### src/rtl/toivoh_on_chip_memory_core_pkg.sv
// rtl/toivoh_on_chip_memory_core_pkg.sv - shared sizes and command encodings for the memory test core
package toivoh_on_chip_memory_core_pkg;
   localparam int ADDR_BITS   = 4;
   localparam int DATA_BITS   = 16;
   localparam int SERIAL_BITS = 4;

   typedef enum logic [2:0] {
      CMD_NOP       = 3'd0,
      CMD_LOAD_ADDR = 3'd1,
      CMD_SHIFT_IN  = 3'd2,
      CMD_WRITE     = 3'd3,
      CMD_READ      = 3'd4,
      CMD_SHIFT_OUT = 3'd5
   } cmd_t;
endpackage

### src/rtl/toivoh_on_chip_memory_core_on_chip_mem.sv
// rtl/toivoh_on_chip_memory_core_on_chip_mem.sv - unreset word array with one write port and an async read tap
module on_chip_mem #(
   parameter int ADDR_BITS = 4,
   parameter int DATA_BITS = 16
) (
   input  logic                 clk,
   input  logic                 we,
   input  logic [ADDR_BITS-1:0] waddr,
   input  logic [DATA_BITS-1:0] wdata,
   input  logic [ADDR_BITS-1:0] raddr,
   output logic [DATA_BITS-1:0] rdata
);
   logic [DATA_BITS-1:0] all_data [2**ADDR_BITS];

   // The read tap is captured by the caller's register, so a write followed
   // by a read of the same word on the next edge sees the new data.
   always_ff @(posedge clk) begin
      if (we) all_data[waddr] <= wdata;
   end

   assign rdata = all_data[raddr];
endmodule

### src/rtl/toivoh_on_chip_memory_core.sv
// rtl/toivoh_on_chip_memory_core.sv - command decode, address counter and serial shift registers around the array
module toivoh_on_chip_memory_core
   import toivoh_on_chip_memory_core_pkg::*;
(
   input  logic       clk,
   input  logic       rst,
   input  logic       ena,
   input  logic [7:0] ui_in,
   output logic [7:0] uo_out,
   input  logic [7:0] uio_in,
   output logic [7:0] uio_out,
   output logic [7:0] uio_oe
);
   logic [ADDR_BITS-1:0]   addr;
   logic [DATA_BITS-1:0]   wreg;
   logic [DATA_BITS-1:0]   rreg;
   logic [DATA_BITS-1:0]   rdata;
   logic [SERIAL_BITS-1:0] nib;
   logic [2:0]             cmd;
   logic                   we;
   logic                   unused_bits;

   assign cmd = ui_in[2:0];
   assign nib = ui_in[4 +: SERIAL_BITS];
   assign we  = ena && !rst && (cmd == CMD_WRITE);

   on_chip_mem #(
      .ADDR_BITS (ADDR_BITS),
      .DATA_BITS (DATA_BITS)
   ) u_mem (
      .clk   (clk),
      .we    (we),
      .waddr (addr),
      .wdata (wreg),
      .raddr (addr),
      .rdata (rdata)
   );

   always_ff @(posedge clk) begin
      if (rst) begin
         addr <= '0;
         wreg <= '0;
         rreg <= '0;
      end else if (ena) begin
         case (cmd)
            CMD_LOAD_ADDR: addr <= ADDR_BITS'(nib);
            CMD_SHIFT_IN:  wreg <= {wreg[DATA_BITS-SERIAL_BITS-1:0], nib};
            CMD_WRITE:     addr <= addr + ADDR_BITS'(1);
            CMD_READ: begin
               rreg <= rdata;
               addr <= addr + ADDR_BITS'(1);
            end
            CMD_SHIFT_OUT: rreg <= {rreg[DATA_BITS-SERIAL_BITS-1:0], {SERIAL_BITS{1'b0}}};
            default: ;
         endcase
      end
   end

   // Outputs come straight from state registers, so they trail commands by one edge.
   assign uo_out  = {4'(addr), 4'(rreg[DATA_BITS-1 -: SERIAL_BITS])};
   assign uio_out = 8'h00;
   assign uio_oe  = 8'h00;

   assign unused_bits = ^{uio_in, ui_in[7:3]};
endmodule

### config.mk
export PLATFORM = sky130hd
export DESIGN_NAME = toivoh_on_chip_memory_core
export DESIGN_NICKNAME = d
export VERILOG_FILES = /design/src/rtl/toivoh_on_chip_memory_core_pkg.sv /design/src/rtl/toivoh_on_chip_memory_core_on_chip_mem.sv /design/src/rtl/toivoh_on_chip_memory_core.sv
export SDC_FILE = /design/constraint.sdc
export NUM_CORES = 1
export LEC_CHECK = 0
export CAP_MARGIN = 20
export CORE_UTILIZATION = 39
export DETAILED_ROUTE_END_ITERATION = 7
export PLACE_DENSITY_LB_ADDON = 0.3
export REMOVE_ABC_BUFFERS = 1
export SYNTH_ARGS = -nofsm -noshare
export SYNTH_HDL_FRONTEND = slang
export SYNTH_SLANG_ARGS = --single-unit
### constraint.sdc
create_clock -name clk -period 3.7 [get_ports clk]
set_input_delay 0.37 -clock clk [delete_from_list [all_inputs] [get_ports clk]]
set_output_delay 0.37 -clock clk [all_outputs]
set_load 0.1 [all_outputs]
==> impl_metrics.json <==
{
  "outcome": "completed",
  "power_frac_clock": 0.403,
  "tritoncts": "yes",
  "fin_ws_ps": 876,
  "syn_area_per_cell_um2": 17.0,
  "max_freq_mhz": 354,
  "synth_flop_cell": "edfxtp_1",
  "grt_max_degree": 28,
  "start_util": 0.400,
  "routabilityCongestion": 0.777,
  "via_per_inst": 5.33,
  "cp_slowest_cell": "clkdlybuf4s50_1",
  "seq_power_share": 0.549,
  "worst-path-buf-inv": 1,
  "leakage_nw": 4.50,
  "syn_area_mm2": 0.0116,
  "worst_pin_slew_ps": 989,
  "clk_pin_slew_ps": 60,
  "area_growth_pct": 13.0,
  "grt_pass1_wl_mm": 37.0,
  "coreArea_mm2": 0.0290,
  "io_pins": 43,
  "place_ws_ps": 735,
  "internal-power_mw": 5.19,
  "drt_wl_total_mm": 24.2,
  "fp.dieW_um": 175,
  "drtAntennaViolNets": 0,
  "power_density_mw_per_mm2": 503,
  "synthArstFlopShare": 0,
  "globalRouteOverflowTotal": 0,
  "cts.sinks": 296,
  "post_cts_buffers": 0,
  "htreeDepth": 1,
  "grt_usage": 0.163,
  "layout-drive-gt1-share": 0.174,
  "die_h_um": 175,
  "dieArea_mm2": 0.0305,
  "num_antenna_cells": 0,
  "clkLatencyLatePin_ps": 540,
  "hpwl_mm": 15.5,
  "rows": 62,
  "seq_area_frac_synth": 0.731,
  "synth_seq_cells": 296,
  "hold_buffers": 0,
  "drt_iter0_markers": 482,
  "postCtsResizedCells": 0,
  "switchingPower_mw": 1.41,
  "yosys_warnings": 0,
  "cts_root_buffer": "clkbuf_16",
  "clock_skew_ps": 10.2,
  "layout_worst_path_cycle_share": 0.763,
  "synth_edf_count": 256,
  "rsz0062_at_grt": "false",
  "drt-pass1-iter-count": 5,
  "irDropWorstVdd_v": 0.000390,
  "finalSetupViolCount": 0,
  "crit_family": "buffers and inverters",
  "fin_total_pwr_mw": 6.60,
  "maxCapViolCount": 0,
  "fin_nets": 748,
  "worstPathMaxFanout": 11,
  "relSlewSlack": 0.338,
  "comb_power_share": 0.048,
  "postSynthCellCount": 684,
  "critPathKind": "reg -> out",
  "start_kind": "flip-flop",
  "antenna_found_initial": 0,
  "synthDistinctLibCells": 45,
  "drv_slew": 0,
  "cts_max_path_buffers": 3,
  "hold_path.class": "reg -> reg",
  "cts_inserted_buffers": 29,
  "worstPathArrival_ps": 2450,
  "finalHoldViolCount": 0,
  "endpoint_kind": "output pin",
  "drc": 0,
  "path_cells": "clkdlybuf4s50_1",
  "slowest_delay_ps": 1240,
  "min_period_ps": 2820,
  "wire_per_inst_um": 21.4,
  "grt_pass1_vias": 6180,
  "p_sw_frac": 0.214,
  "port_buffers": 17,
  "required_ps": 3330,
  "via_count": 6028
}
## synthesized netlist by cell type, types with 3 or more instances
library cell | n | area share
nor2_1 | 15 | 0.0048
dfxtp_1 | 40 | 0.069
o31ai_1 | 10 | 0.0065
a211oi_1 | 14 | 0.0090
mux4_2 | 43 | 0.083
a211o_1 | 3 | 0.0023
nand2_1 | 64 | 0.021
ha_1 | 4 | 0.0043
buf_1 | 3 | 0.00097
a22oi_1 | 20 | 0.013
clkbuf_1 | 13 | 0.0042
nand2b_1 | 5 | 0.0027
a21oi_1 | 38 | 0.016
o21ai_0 | 16 | 0.0069
edfxtp_1 | 256 | 0.66
mux2i_1 | 44 | 0.038
inv_1 | 4 | 0.0013
buf_4 | 23 | 0.015
buf_2 | 14 | 0.0060
nor3_1 | 5 | 0.0022
nand3_1 | 4 | 0.0017
nor2b_1 | 13 | 0.0070
mux2_2 | 3 | 0.0029
a31oi_1 | 3 | 0.0016
buf_6 | 3 | 0.0029
## routing by layer
metal / share of wire / track usage / vias up
met4: 0.017 / 0.0370 / 0
li1: - / - / 2718
met2: 0.49 / 0.271 / 134
met3: 0.041 / 0.0215 / 32
met5: 0 / 0 / -
met1: 0.45 / 0.228 / 3144
## final cells by class
cell class	count	area (um2)
Inverter	6	22.5
Fill cell	2509	15900
Sequential cell	296	8490
Clock buffer	39	763
Multi-Input combinational cell	341	2840
Clock inverter	14	87.6
Timing Repair Buffer	51	438
Tap cell	384	480
## placed cells by master (no fill, tap or decap), types with 14 or more instances in the layout
master,netlist,layout
conb_1,1,16
clkbuf_16,0,29
mux2i_1,44,44
o21ai_0,16,16
a22oi_1,20,20
dfxtp_1,40,37
a21oi_1,38,38
clkdlybuf4s50_1,0,17
buf_4,23,33
mux4_2,43,43
nor2_1,15,15
edfxtp_1,256,256
nand2_1,64,64
a211oi_1,14,14
## state kept, by name, indices dropped and copies added, names as in the netlist, named ones only
signal and count:
addr 4, rreg 16, u_mem.all_data 256, wreg 16
## worst reg2reg max path, cell delays in order (launching register included)
cell and delay (ps):
dfxtp_2 620, buf_4 340, and2_1 490, a22oi_1 210
a21oi_1 350, o31ai_1 130
## power by group through the flow
stage,clock network [mW],logic (mW),registers (mW)
4_1_cts,2.72,0.321,3.62
3_3_place_gp,0,0.317,3.69
6_report,2.66,0.317,3.62
2_1_floorplan,0,0.184,3.73
5_1_grt,2.85,0.337,3.62
3_5_place_dp,0,0.320,3.69
## worst paths after layout
path | start | to | slack (ps) | cells after the start
max | addr[2]$_SDFFE_PP0P_ | uo_out[6] | 880 | 1
min | rreg[8]$_SDFFE_PP0P_ | rreg[8]$_SDFFE_PP0P_ | 450 | 2
max reg2reg | flip-flop | rreg[6]$_SDFFE_PP0P_ | 1440 | 5
min reg2reg | rreg[8]$_SDFFE_PP0P_ | rreg[8]$_SDFFE_PP0P_ | 450 | 2
## logic make-up (layout without fill, tap and decap cells)
group,Yosys count,count (layout),synth area share
mux,90,90,0.124
compound gates,111,111,0.0608
flops,296,296,0.731
simple gates,120,120,0.0487
fa+ha+maj,4,4,0.00431
buf+inv,62,110,0.0309
other cells,1,16,0.000323
## through the flow
step | hold slack, ps | util | setup TNS (ps) | cells | cell area, um2
2_1_floorplan | 416 | - | -219 | 643 | 11300
3_3_place_gp | 435 | 0.423 | 0 | 1078 | 12300
3_5_place_dp | 441 | 0.423 | 0 | 1078 | 12300
4_1_cts | 454 | 0.453 | 0 | 1131 | 13100
5_1_grt | 483 | 0.453 | 0 | 1131 | 13100
6_report | 450 | 0.453 | 0 | 1131 | 13100
(Power assumes the default switching activity.)
